--- src/rtl/fp_to_fp_pipe.sv ---
// Pipelined FCVT.S.D / FCVT.D.S converter with IEEE-754 flags, valid/ready
// handshakes, flush and an opaque tag. Stage 0 unpacks, the last stage rounds/packs.
module fp_to_fp_pipe #(
  parameter int LATENCY = 2,
  parameter int TAG_W   = 8
) (
  input  logic             clock,
  input  logic             reset,
  input  logic             io_flush,
  input  logic             io_in_valid,
  output logic             io_in_ready,
  input  logic [63:0]      io_in_bits_src,
  input  logic             io_in_bits_typ,
  input  logic [2:0]       io_in_bits_rm,
  input  logic [TAG_W-1:0] io_in_bits_tag,
  output logic             io_out_valid,
  input  logic             io_out_ready,
  output logic [63:0]      io_out_bits_result,
  output logic [4:0]       io_out_bits_fflags,
  output logic [TAG_W-1:0] io_out_bits_tag
);

  typedef struct packed {
    logic        typ;
    logic [2:0]  rm;
    logic        sign;
    logic        nan;
    logic        snan;
    logic        inf;
    logic        zero;
    logic [12:0] expo;
    logic [52:0] sig;
  } unp_t;

  logic [LATENCY-1:0] valid_r;
  logic [LATENCY-1:0] adv_s;
  logic [TAG_W-1:0]   tag_r [LATENCY];
  logic [63:0]        res_r;
  logic [4:0]         flags_r;

  function automatic logic [5:0] msb_pos(input logic [51:0] v);
    logic [5:0] p;
    p = 6'd0;
    for (int i = 0; i < 52; i++) begin
      p = v[i] ? 6'(i) : p;
    end
    return p;
  endfunction

  // Finite non-zero operands leave here as 1.sig * 2^expo with sig[52] set.
  function automatic unp_t unpack_op(input logic [63:0] src, input logic typ, input logic [2:0] rm);
    unp_t       u;
    logic [5:0] p;
    u      = '0;
    u.typ  = typ;
    u.rm   = rm;
    p      = typ ? msb_pos({29'd0, src[22:0]}) : msb_pos(src[51:0]);
    if (!typ) begin
      u.sign = src[63];
      if (src[62:52] == 11'h7ff) begin
        u.inf  = (src[51:0] == 52'd0);
        u.nan  = (src[51:0] != 52'd0);
        u.snan = (src[51:0] != 52'd0) && !src[51];
      end else if (src[62:52] == 11'd0) begin
        u.zero = (src[51:0] == 52'd0);
        u.expo = 13'($signed({7'd0, p}) - 13'sd1074);
        u.sig  = {1'b0, src[51:0]} << (6'd52 - p);
      end else begin
        u.expo = 13'($signed({2'd0, src[62:52]}) - 13'sd1023);
        u.sig  = {1'b1, src[51:0]};
      end
    end else if (src[63:32] != 32'hffff_ffff) begin
      u.nan = 1'b1;
    end else begin
      u.sign = src[31];
      if (src[30:23] == 8'hff) begin
        u.inf  = (src[22:0] == 23'd0);
        u.nan  = (src[22:0] != 23'd0);
        u.snan = (src[22:0] != 23'd0) && !src[22];
      end else if (src[30:23] == 8'd0) begin
        u.zero = (src[22:0] == 23'd0);
        u.expo = 13'($signed({7'd0, p}) - 13'sd149);
        u.sig  = {30'd0, src[22:0]} << (6'd52 - p);
      end else begin
        u.expo = 13'($signed({5'd0, src[30:23]}) - 13'sd127);
        u.sig  = {1'b1, src[22:0], 29'd0};
      end
    end
    return u;
  endfunction

  // Returns {result, fflags}; tininess is judged on the rounded single result.
  function automatic logic [68:0] round_pack(input unp_t u);
    logic signed [12:0] e_s;
    logic signed [12:0] sh_full;
    logic signed [12:0] exp_r;
    logic [5:0]         sh;
    logic [63:0]        ext;
    logic [63:0]        shifted;
    logic               lost;
    logic               guard;
    logic               sticky;
    logic               inexact;
    logic               inc;
    logic               ovf;
    logic               tiny;
    logic               max_fin;
    logic [24:0]        mant;
    logic [7:0]         biased;
    logic [63:0]        res;
    logic [4:0]         flags;
    e_s     = $signed(u.expo);
    sh_full = -13'sd126 - e_s;
    if (e_s < -13'sd126) begin
      sh = (sh_full > 13'sd63) ? 6'd63 : sh_full[5:0];
    end else begin
      sh = 6'd0;
    end
    ext     = {u.sig, 11'd0};
    shifted = ext >> sh;
    lost    = |(ext & ((64'd1 << sh) - 64'd1));
    guard   = shifted[39];
    sticky  = (|shifted[38:0]) | lost;
    inexact = guard | sticky;
    case (u.rm)
      3'd1:    inc = 1'b0;
      3'd2:    inc = u.sign & inexact;
      3'd3:    inc = !u.sign & inexact;
      3'd4:    inc = guard;
      default: inc = guard & (sticky | shifted[40]);
    endcase
    mant    = {1'b0, shifted[63:40]} + {24'd0, inc};
    exp_r   = e_s + $signed({12'd0, mant[24]});
    biased  = (sh != 6'd0) ? {7'd0, mant[23]} : 8'(exp_r + 13'sd127);
    ovf     = (sh == 6'd0) && (exp_r > 13'sd127);
    tiny    = (sh != 6'd0) && !mant[23];
    max_fin = (u.rm == 3'd1) || ((u.rm == 3'd2) && !u.sign) || ((u.rm == 3'd3) && u.sign);
    if (u.typ) begin
      flags = 5'd0;
      if (u.nan) begin
        res   = 64'h7ff8_0000_0000_0000;
        flags = {u.snan, 4'd0};
      end else if (u.inf) begin
        res = {u.sign, 11'h7ff, 52'd0};
      end else if (u.zero) begin
        res = {u.sign, 63'd0};
      end else begin
        res = {u.sign, 11'(e_s + 13'sd1023), u.sig[51:0]};
      end
    end else if (u.nan) begin
      res   = {32'hffff_ffff, 32'h7fc0_0000};
      flags = {u.snan, 4'd0};
    end else if (u.inf) begin
      res   = {32'hffff_ffff, u.sign, 31'h7f80_0000};
      flags = 5'd0;
    end else if (u.zero) begin
      res   = {32'hffff_ffff, u.sign, 31'd0};
      flags = 5'd0;
    end else if (ovf) begin
      res   = {32'hffff_ffff, u.sign, max_fin ? 31'h7f7f_ffff : 31'h7f80_0000};
      flags = 5'b00101;
    end else begin
      res   = {32'hffff_ffff, u.sign, biased, mant[22:0]};
      flags = {3'd0, tiny & inexact, inexact};
    end
    return {res, flags};
  endfunction

  // Stage k moves when some stage at or after it is empty, or the consumer takes the output.
  for (genvar k = 0; k < LATENCY; k++) begin : g_adv
    assign adv_s[k] = io_out_ready || !(&valid_r[LATENCY-1:k]);
  end

  assign io_in_ready        = adv_s[0];
  assign io_out_valid       = valid_r[LATENCY-1];
  assign io_out_bits_result = res_r;
  assign io_out_bits_fflags = flags_r;
  assign io_out_bits_tag    = tag_r[LATENCY-1];

  // Stage valid bits; flush wins over advance.
  always_ff @(posedge clock or posedge reset) begin
    if (reset) begin
      valid_r <= '0;
    end else if (io_flush) begin
      valid_r <= '0;
    end else begin
      valid_r[0] <= adv_s[0] ? io_in_valid : valid_r[0];
      for (int k = 1; k < LATENCY; k++) begin
        valid_r[k] <= adv_s[k] ? valid_r[k-1] : valid_r[k];
      end
    end
  end

  // Tag sideband follows its operation stage by stage.
  always_ff @(posedge clock) begin
    if (adv_s[0]) begin
      tag_r[0] <= io_in_bits_tag;
    end
    for (int k = 1; k < LATENCY; k++) begin
      if (adv_s[k]) begin
        tag_r[k] <= tag_r[k-1];
      end
    end
  end

  if (LATENCY == 1) begin : g_single
    // Unpack, round and pack in one cycle.
    always_ff @(posedge clock) begin
      if (adv_s[0]) begin
        {res_r, flags_r} <= round_pack(unpack_op(io_in_bits_src, io_in_bits_typ, io_in_bits_rm));
      end
    end
  end else begin : g_multi
    unp_t unp_r [LATENCY-1];
    // Unpacked operands travel through the middle stages; the last stage rounds.
    always_ff @(posedge clock) begin
      if (adv_s[0]) begin
        unp_r[0] <= unpack_op(io_in_bits_src, io_in_bits_typ, io_in_bits_rm);
      end
      for (int k = 1; k < LATENCY - 1; k++) begin
        if (adv_s[k]) begin
          unp_r[k] <= unp_r[k-1];
        end
      end
      if (adv_s[LATENCY-1]) begin
        {res_r, flags_r} <= round_pack(unp_r[LATENCY-2]);
      end
    end
  end

endmodule

--- config.mk ---
export PLATFORM = sky130hd
export DESIGN_NAME = fp_to_fp_pipe
export DESIGN_NICKNAME = d
export VERILOG_FILES = /design/src/rtl/fp_to_fp_pipe.sv
export SDC_FILE = /design/constraint.sdc
export NUM_CORES = 1
export LEC_CHECK = 0
export BUFFER_PORTS_ARGS = -buffer_cell sky130_fd_sc_hd__buf_2
export CAP_MARGIN = 15
export CORE_ASPECT_RATIO = 1.4
export CORE_MARGIN = 2
export CORE_UTILIZATION = 40
export DETAILED_ROUTE_END_ITERATION = 6
export GPL_TIMING_DRIVEN = 1
export MAX_ROUTING_LAYER = met4
export PLACE_DENSITY = 0.65
export SETUP_SLACK_MARGIN = 0.5
export SYNTH_ARGS = -nofsm -noshare
export SYNTH_HDL_FRONTEND = slang
export SYNTH_SLANG_ARGS = --single-unit
export TNS_END_PERCENT = 100
--- constraint.sdc ---
create_clock -name clock -period 13.85 [get_ports clock]
set_input_delay 2.77 -clock clock [delete_from_list [all_inputs] [get_ports clock]]
set_output_delay 2.77 -clock clock [all_outputs]
set_load 0.005 [all_outputs]
# After elaboration in Yosys (flattened, before gate mapping)
# Memories as Yosys holds them, arrays and structs flattened.
# Index checks and enable logic that the tools add are counted.
# W data, S select, Z words.
# totals
in_bits	81
wordCells	161
mem_count	2
reg_bits	71
mem_bits_rw	91
# classes
n_bitwise	8
shifts	4
mux	93
n_eq_ne	7
add_sub_neg	11
n_reduce_logical	29
magnitude_cmp	3
# memory_table
memory	words	word_bits	read_ports	rd_clocked_by_memory_dff	write_ports	line_no	text
g_multi.unp_r	1	75	1	0	1	214	unp_t unp_r [LATENCY-1];
tag_r	2	8	2	0	2	37	logic [TAG_W-1:0] tag_r [LATENCY];
# ops
cell	count
$mux W6	24
$mux W71	2
$mux W67	2
$mux W66	2
$mux W64	2
$mux W63	2
$mux W5	19
$mux W31	3
$mux W69	1
$and A64 B64 Y64	1
$reduce_or A64 Y1	1
$shl A1 B6 Y64 const A	1
$shr A64 B6 Y64	1
$sub A64 B1 Y64 const B	1
$shl A23 B6 Y53	1
$shl A52 B6 Y53	1
$logic_not A52 Y1	1
$reduce_bool A52 Y1	1
$reduce_or A39 Y1	1
$mux W32	1
$mux W4	8
$ne A32 B32 Y1 const B	1
$mux W3	9
$add A24 B1 Y25	1
35 further kinds	68

# Longest topological paths before layout
# depth
word_depth	59
ltp_mapped	41

# Worst setup path after synthesis
# Ideal clock, no wire load.
# synth_path
kind	input port to flip-flop
startpoint	input io_in_bits_src[33]
endpoint	memory g_multi.unp_r[0][48] (netlist bit), data pin
slack_ns	5.367
t_arrival_ns	8.222
cell_stages	21
setup_ns	0.261
required_ns	13.589
path_buffers	8
path_cell_list	clkbuf_1 > or2_2 > or4_1 > a2111oi_0 > a311o_1 > a21oi_1 > inv_2 > buf_2 > buf_2 > buf_2 > ha_1 > clkbuf_1 > inv_1 > clkbuf_1 > buf_1 > clkbuf_1 > mux2i_1 > a21oi_1 > mux2i_1 > a22oi_1 > a311o_1
# synth_between
elab_chain_cells	27
elab_cells_between_ends	31
# synth_rtl
element	line_no	text
from (decl)	12	input logic [63:0] io_in_bits_src,
$mux W6 (19 in a row)	45	p = v[i] ? 6'(i) : p;
$mux W6	57	p = typ ? msb_pos({29'd0, src[22:0]}) : msb_pos(src[51:0]);
$sub A6 B6 Y6	67, 83	
$shl A23 B6 Y53	83	u.sig = {30'd0, src[22:0]} << (6'd52 - p);
$mux W66	80	end else if (src[30:23] == 8'd0) begin
$mux W67	76	if (src[30:23] == 8'hff) begin
$mux W69	72	end else if (src[63:32] != 32'hffff_ffff) begin
$mux W71 (*)	58	if (!typ) begin
$mux W71 (*)	217	if (adv_s[0]) begin
to (decl)	214	
# Mark *: on every way between the ends. The rest lies on a longest branch, timed or not. The select of a mux whose other input is x is not followed.

# Worst setup path in the final report
# layout_path
startpoint	memory g_multi.unp_r[0][53] (netlist bit)
endpoint	register res_r[6] (netlist: io_out_bits_result[6]), data pin
# layout_between
elab_chain_cells	24
elab_cells_between_ends	31
# layout_rtl
element	line_no	text
$mem_v2 Z1 W75 (*)	--	
$sub A8 B13 Y13	113	sh_full = -13'sd126 - e_s;
$gt A13 B7 Y1	115	sh = (sh_full > 13'sd63) ? 6'd63 : sh_full[5:0];
$mux W6	115	
$mux W6	114	if (e_s < -13'sd126) begin
$mux W6	225	if (adv_s[LATENCY-1]) begin
$shl A1 B6 Y64	121	lost = |(ext & ((64'd1 << sh) - 64'd1));
$sub A64 B1 Y64	121	
(+8 left out)	--	
$add A13 B2 Y13	133	exp_r = e_s + $signed({12'd0, mant[24]});
$gt A13 B8 Y1	135	ovf = (sh == 6'd0) && (exp_r > 13'sd127);
$logic_and A1 B1 Y1	135	
$mux W31 (*)	159	end else if (ovf) begin
$mux W31 (*)	156	end else if (u.zero) begin
$mux W31 (*)	153	end else if (u.inf) begin
$mux W32 (*)	150	end else if (u.nan) begin
$mux W64 (*)	138	if (u.typ) begin
to (signal assigned)	226	{res_r, flags_r} <= round_pack(unp_r[LATENCY-2]);
to (decl)	38	logic [63:0] res_r;
# Marked as above.
# A chain may end at the register's enable or synchronous reset.

==> PnR_summary.wiki <==
{| class="wikitable"
! Metric !! Value
|-
| TritonCTS clock tree || yes
|-
| Post-route ant nets || 0
|-
| Horizontal die dimension || 182 um
|-
| Post-cts sizing count || 0
|-
| Dominant synthesized flop cell || sky130_fd_sc_hd__edfxtp_1
|-
| Startpoint class of the critical path || flop
|-
| Timing-limited maximum frequency || 91.1 MHz
|-
| Unrepaired setup endpoints after global routing || no
|-
| Slew margin rel. || 0.126
|-
| CP Capture Type || flop
|-
| Number of hold-slack violations in the final timing report || 0
|-
| Data required, critical path || 14,140 ps
|-
| Worst VDD drop || 0.0922 mV
|-
| Maximum number of pins on one net before global-route repair || 63
|-
| Total of flip-flops plus latches after synthesis || 160
|-
| Data arrival time of the worst path || 11,270 ps
|-
| First-pass GRT wire length || 135,000 um
|-
| Growth of design area from synthesis to finish || 9.73%
|-
| Floorplan Core Area || 43,800 sq um
|-
| Post-synth net total || 2,325
|-
| Die footprint || 45,900 sq um
|-
| Minimum setup slack after placement || 2930 ps
|-
| Least setup slack across all paths after layout || 2870 ps
|-
| CP Class || reg -> reg
|-
| Number of placed I/O pins || 160
|-
| Async set or reset register ratio after synthesis || 0.0125
|-
| Post-route DRC violation count || 0
|-
| Max FO, Critical Path || 27
|-
| Fin Setup TNS || 0 ps
|-
| Number of setup buffers added after CTS || 0
|-
| Clock transition at path regs || 80 ps
|-
| Clk_lat worst skew || 450 ps
|-
| Leakage || 7.44 nW
|-
| Std-Cell Rows || 91
|-
| Portion of the post-synthesis area used by sequential elements || 0.272
|-
| Period utilization || 0.793
|-
| Actual slew at the worst max-slew pin || 1300 ps
|-
| Number of library cell types mapped by synthesis || 101
|-
| Final Max Slew Viols || 0
|-
| Yosys warning total || 0
|-
| Area of all placed cells without fillers || 19,400 sq um
|-
| GRT overflow || 0
|-
| DRT iter0 DRCs || 2,362
|-
| Vias per inst || 7.14
|-
| Synthesized instance count || 2,223
|-
| Status || completed
|-
| Vertical extent of the die || 253 um
|-
| Number of global-route vias before repair || 19,035
|-
| Count of port buffers added during placement || 158
|-
| Starting density of the core || 0.403
|-
| Total clock buffers created by CTS || 17
|-
| Cells after DPL || 2,778
|-
| Post-layout min period || 10,980 ps
|-
| Antenna cell count || 0
|-
| Antenna violations before repair || 0
|-
| Setup violators final || 0
|-
| CP max stage delay || 1000 ps
|-
| Maximum Capacitance Violations || 0
|-
| Clock sink total || 160
|-
| Clock Skew || 14.5 ps
|-
| Max stage delay cell, worst path || sky130_fd_sc_hd__a31o_1
|-
| Fraction of final layout cells sized beyond drive strength 1 || 0.148
|-
| Min-delay worst type || reg -> reg
|-
| Wire length after detailed routing || 94,000 um
|-
| Root Buffer || sky130_fd_sc_hd__clkbuf_16
|-
| Post-synth EDFFs || 158
|-
| Number of nets in the final layout || 2,343
|-
| Clock buffer depth || 2
|-
| Routability-driven placement congestion ratio || 1.05
|-
| Per-cell routed wire length || 33.4 um
|-
| Final non-filler cell total || 2,812
|-
| Tightest hold margin || 420 ps
|-
| Combined global-route utilization of all metal layers || 0.414
|-
| Via total after detailed routing || 20,070
|-
| Crit path buf inv count || 3
|-
| Critical Path Most Common Cell || sky130_fd_sc_hd__ha_1
|-
| Post-CTS Hold Fix Bufs || 0
|-
| Delay-heaviest family, CP || simple AND/OR/NAND/NOR gates
|-
| Cell area after placement || 18,800 sq um
|-
| Fill cell total of the finished layout || 4,431
|-
| Router iterations before antenna repair || 6
|-
| Power density normalized to cell area || 99.1 nW/um^2
|-
| Number of levels the H-tree was split into || 4
|-
| Post-detailed-placement half-perimeter wirelength || 71,100 um
|-
| Average size of a mapped cell || 7.94 sq um
|-
| Netlist Area Pre-Place || 17,700 sq um
|}
[final timing paths]
path / from / to / slack [ps] / cells past startpoint
min in group asynchronous: reset / valid_r[1] / 2150 / 2
hold reg to reg: tag_r[0][0] / tag_r[0][8] / 420 / 0
setup reg to reg: g_multi.unp_r[0][53] / io_out_bits_result[6] / 2870 / 34
hold / removal: tag_r[0][0] / tag_r[0][8] / 420 / 0
max in group asynchronous: reset / valid_r[0] / 11590 / 2
setup / recovery: g_multi.unp_r[0][53] / io_out_bits_result[6] / 2870 / 34
[cells in the final DEF (no fill, tap or decap), types with 16 or more instances in the layout]
cell type | synthesis | final
sky130_fd_sc_hd__o22ai_1 | 30 | 30
sky130_fd_sc_hd__nand4_1 | 33 | 33
sky130_fd_sc_hd__mux2i_1 | 137 | 137
sky130_fd_sc_hd__mux4_2 | 27 | 27
sky130_fd_sc_hd__and3_1 | 36 | 36
sky130_fd_sc_hd__a32oi_1 | 17 | 17
sky130_fd_sc_hd__a221o_1 | 21 | 21
sky130_fd_sc_hd__ha_1 | 21 | 21
sky130_fd_sc_hd__xnor2_1 | 41 | 38
sky130_fd_sc_hd__a211oi_1 | 36 | 35
sky130_fd_sc_hd__clkbuf_16 | 0 | 17
sky130_fd_sc_hd__nand2_1 | 262 | 261
sky130_fd_sc_hd__a31oi_1 | 16 | 16
sky130_fd_sc_hd__nor3_1 | 51 | 50
sky130_fd_sc_hd__nor2_1 | 213 | 210
sky130_fd_sc_hd__a21o_1 | 16 | 16
sky130_fd_sc_hd__o21ai_0 | 159 | 159
sky130_fd_sc_hd__nor4_1 | 40 | 39
sky130_fd_sc_hd__a22o_1 | 22 | 22
sky130_fd_sc_hd__buf_2 | 21 | 158
sky130_fd_sc_hd__o211ai_1 | 31 | 31
sky130_fd_sc_hd__a22oi_1 | 37 | 37
sky130_fd_sc_hd__xor2_1 | 25 | 25
sky130_fd_sc_hd__inv_1 | 43 | 42
sky130_fd_sc_hd__o31ai_1 | 16 | 16
sky130_fd_sc_hd__buf_4 | 9 | 57
sky130_fd_sc_hd__nand3_1 | 99 | 99
sky130_fd_sc_hd__a21oi_1 | 151 | 150
sky130_fd_sc_hd__edfxtp_1 | 158 | 158
[stage by stage]
stage           util  total power [mW]
2_1_floorplan      -              1.11
3_3_place_gp   0.428              1.43
3_5_place_dp   0.428              1.42
4_1_cts        0.442              1.90
5_1_grt        0.442              1.98
6_report       0.442              1.92
[Yosys cell counts (7+ instances only)]
cell | instances | area, sq um
sky130_fd_sc_hd__a211o_1 | 12 | 105
sky130_fd_sc_hd__a211oi_1 | 36 | 270
sky130_fd_sc_hd__a21boi_0 | 7 | 52.6
sky130_fd_sc_hd__a21o_1 | 16 | 120
sky130_fd_sc_hd__a21oi_1 | 151 | 756
sky130_fd_sc_hd__a221o_1 | 21 | 210
sky130_fd_sc_hd__a221oi_1 | 13 | 114
sky130_fd_sc_hd__a22o_1 | 22 | 193
sky130_fd_sc_hd__a22oi_1 | 37 | 278
sky130_fd_sc_hd__a311o_1 | 8 | 80.1
sky130_fd_sc_hd__a311oi_1 | 9 | 78.8
sky130_fd_sc_hd__a31oi_1 | 16 | 100
sky130_fd_sc_hd__a32oi_1 | 17 | 149
sky130_fd_sc_hd__and2_1 | 13 | 81.3
sky130_fd_sc_hd__and3_1 | 36 | 225
sky130_fd_sc_hd__and4_1 | 11 | 96.3
sky130_fd_sc_hd__buf_1 | 16 | 60.1
sky130_fd_sc_hd__buf_2 | 21 | 105
sky130_fd_sc_hd__buf_4 | 9 | 67.6
sky130_fd_sc_hd__clkbuf_1 | 169 | 634
sky130_fd_sc_hd__edfxtp_1 | 158 | 4740
sky130_fd_sc_hd__ha_1 | 21 | 263
sky130_fd_sc_hd__inv_1 | 43 | 161
sky130_fd_sc_hd__mux2i_1 | 137 | 1370
sky130_fd_sc_hd__mux4_2 | 27 | 608
sky130_fd_sc_hd__nand2_1 | 262 | 983
sky130_fd_sc_hd__nand2b_1 | 14 | 87.6
sky130_fd_sc_hd__nand3_1 | 99 | 495
sky130_fd_sc_hd__nand4_1 | 33 | 206
sky130_fd_sc_hd__nor2_1 | 213 | 800
sky130_fd_sc_hd__nor2b_1 | 10 | 62.6
sky130_fd_sc_hd__nor3_1 | 51 | 255
sky130_fd_sc_hd__nor4_1 | 40 | 250
sky130_fd_sc_hd__o211ai_1 | 31 | 233
sky130_fd_sc_hd__o21a_1 | 7 | 52.6
sky130_fd_sc_hd__o21ai_0 | 159 | 796
sky130_fd_sc_hd__o221ai_1 | 9 | 78.8
sky130_fd_sc_hd__o22ai_1 | 30 | 188
sky130_fd_sc_hd__o31ai_1 | 16 | 120
sky130_fd_sc_hd__o32ai_1 | 7 | 61.3
sky130_fd_sc_hd__or3_1 | 15 | 93.8
sky130_fd_sc_hd__xnor2_1 | 41 | 359
sky130_fd_sc_hd__xor2_1 | 25 | 219
[sequential cells by signal, summed over array words and instances (netlist names)]
register	count
io_out_bits_fflags	4
io_out_bits_result	64
g_multi.unp_r	74
valid_r	2
tag_r	16
[layout make-up]
type | instances | area (sq um) | share of cell area
clock inverter | 15 | 179 | 0.00923
inverter | 44 | 166 | 0.00859
multi-input combinational | 1801 | 11900 | 0.613
clock buffer | 17 | 425 | 0.0220
sequential | 160 | 4790 | 0.247
timing repair buffer | 217 | 1240 | 0.0639
tap | 558 | 698 | 0.0360
[power breakdown]
part           switching [mW]  leakage, nW  internal, mW
clock                   0.230        0.295         0.244
combinational           0.562         5.39         0.259
sequential             0.0489         1.76         0.576
total                   0.841         7.44          1.08
[metal layers]
metal,vias to the layer above,track usage,share of wire
met5,-,-,0
met4,0,0.353,0.11
met3,462,0.0504,0.071
li1,8539,-,-
met1,9727,0.433,0.34
met2,1342,0.698,0.48
[kinds of logic (layout without fill, tap and decap cells)]
family,count (synthesis),count (layout),share of synthesized area
buffers and inverters,262,293,0.0604
AOI/OAI and AO/OA,699,699,0.272
other,1,1,0.000212
DFF,160,160,0.272
muxes,171,171,0.117
and+or+nand+nor,842,842,0.230
xor gates and xnor gates,67,67,0.0337
adders and majority gates,21,21,0.0149
No activity file was read; power rests on OpenSTA's default activity.
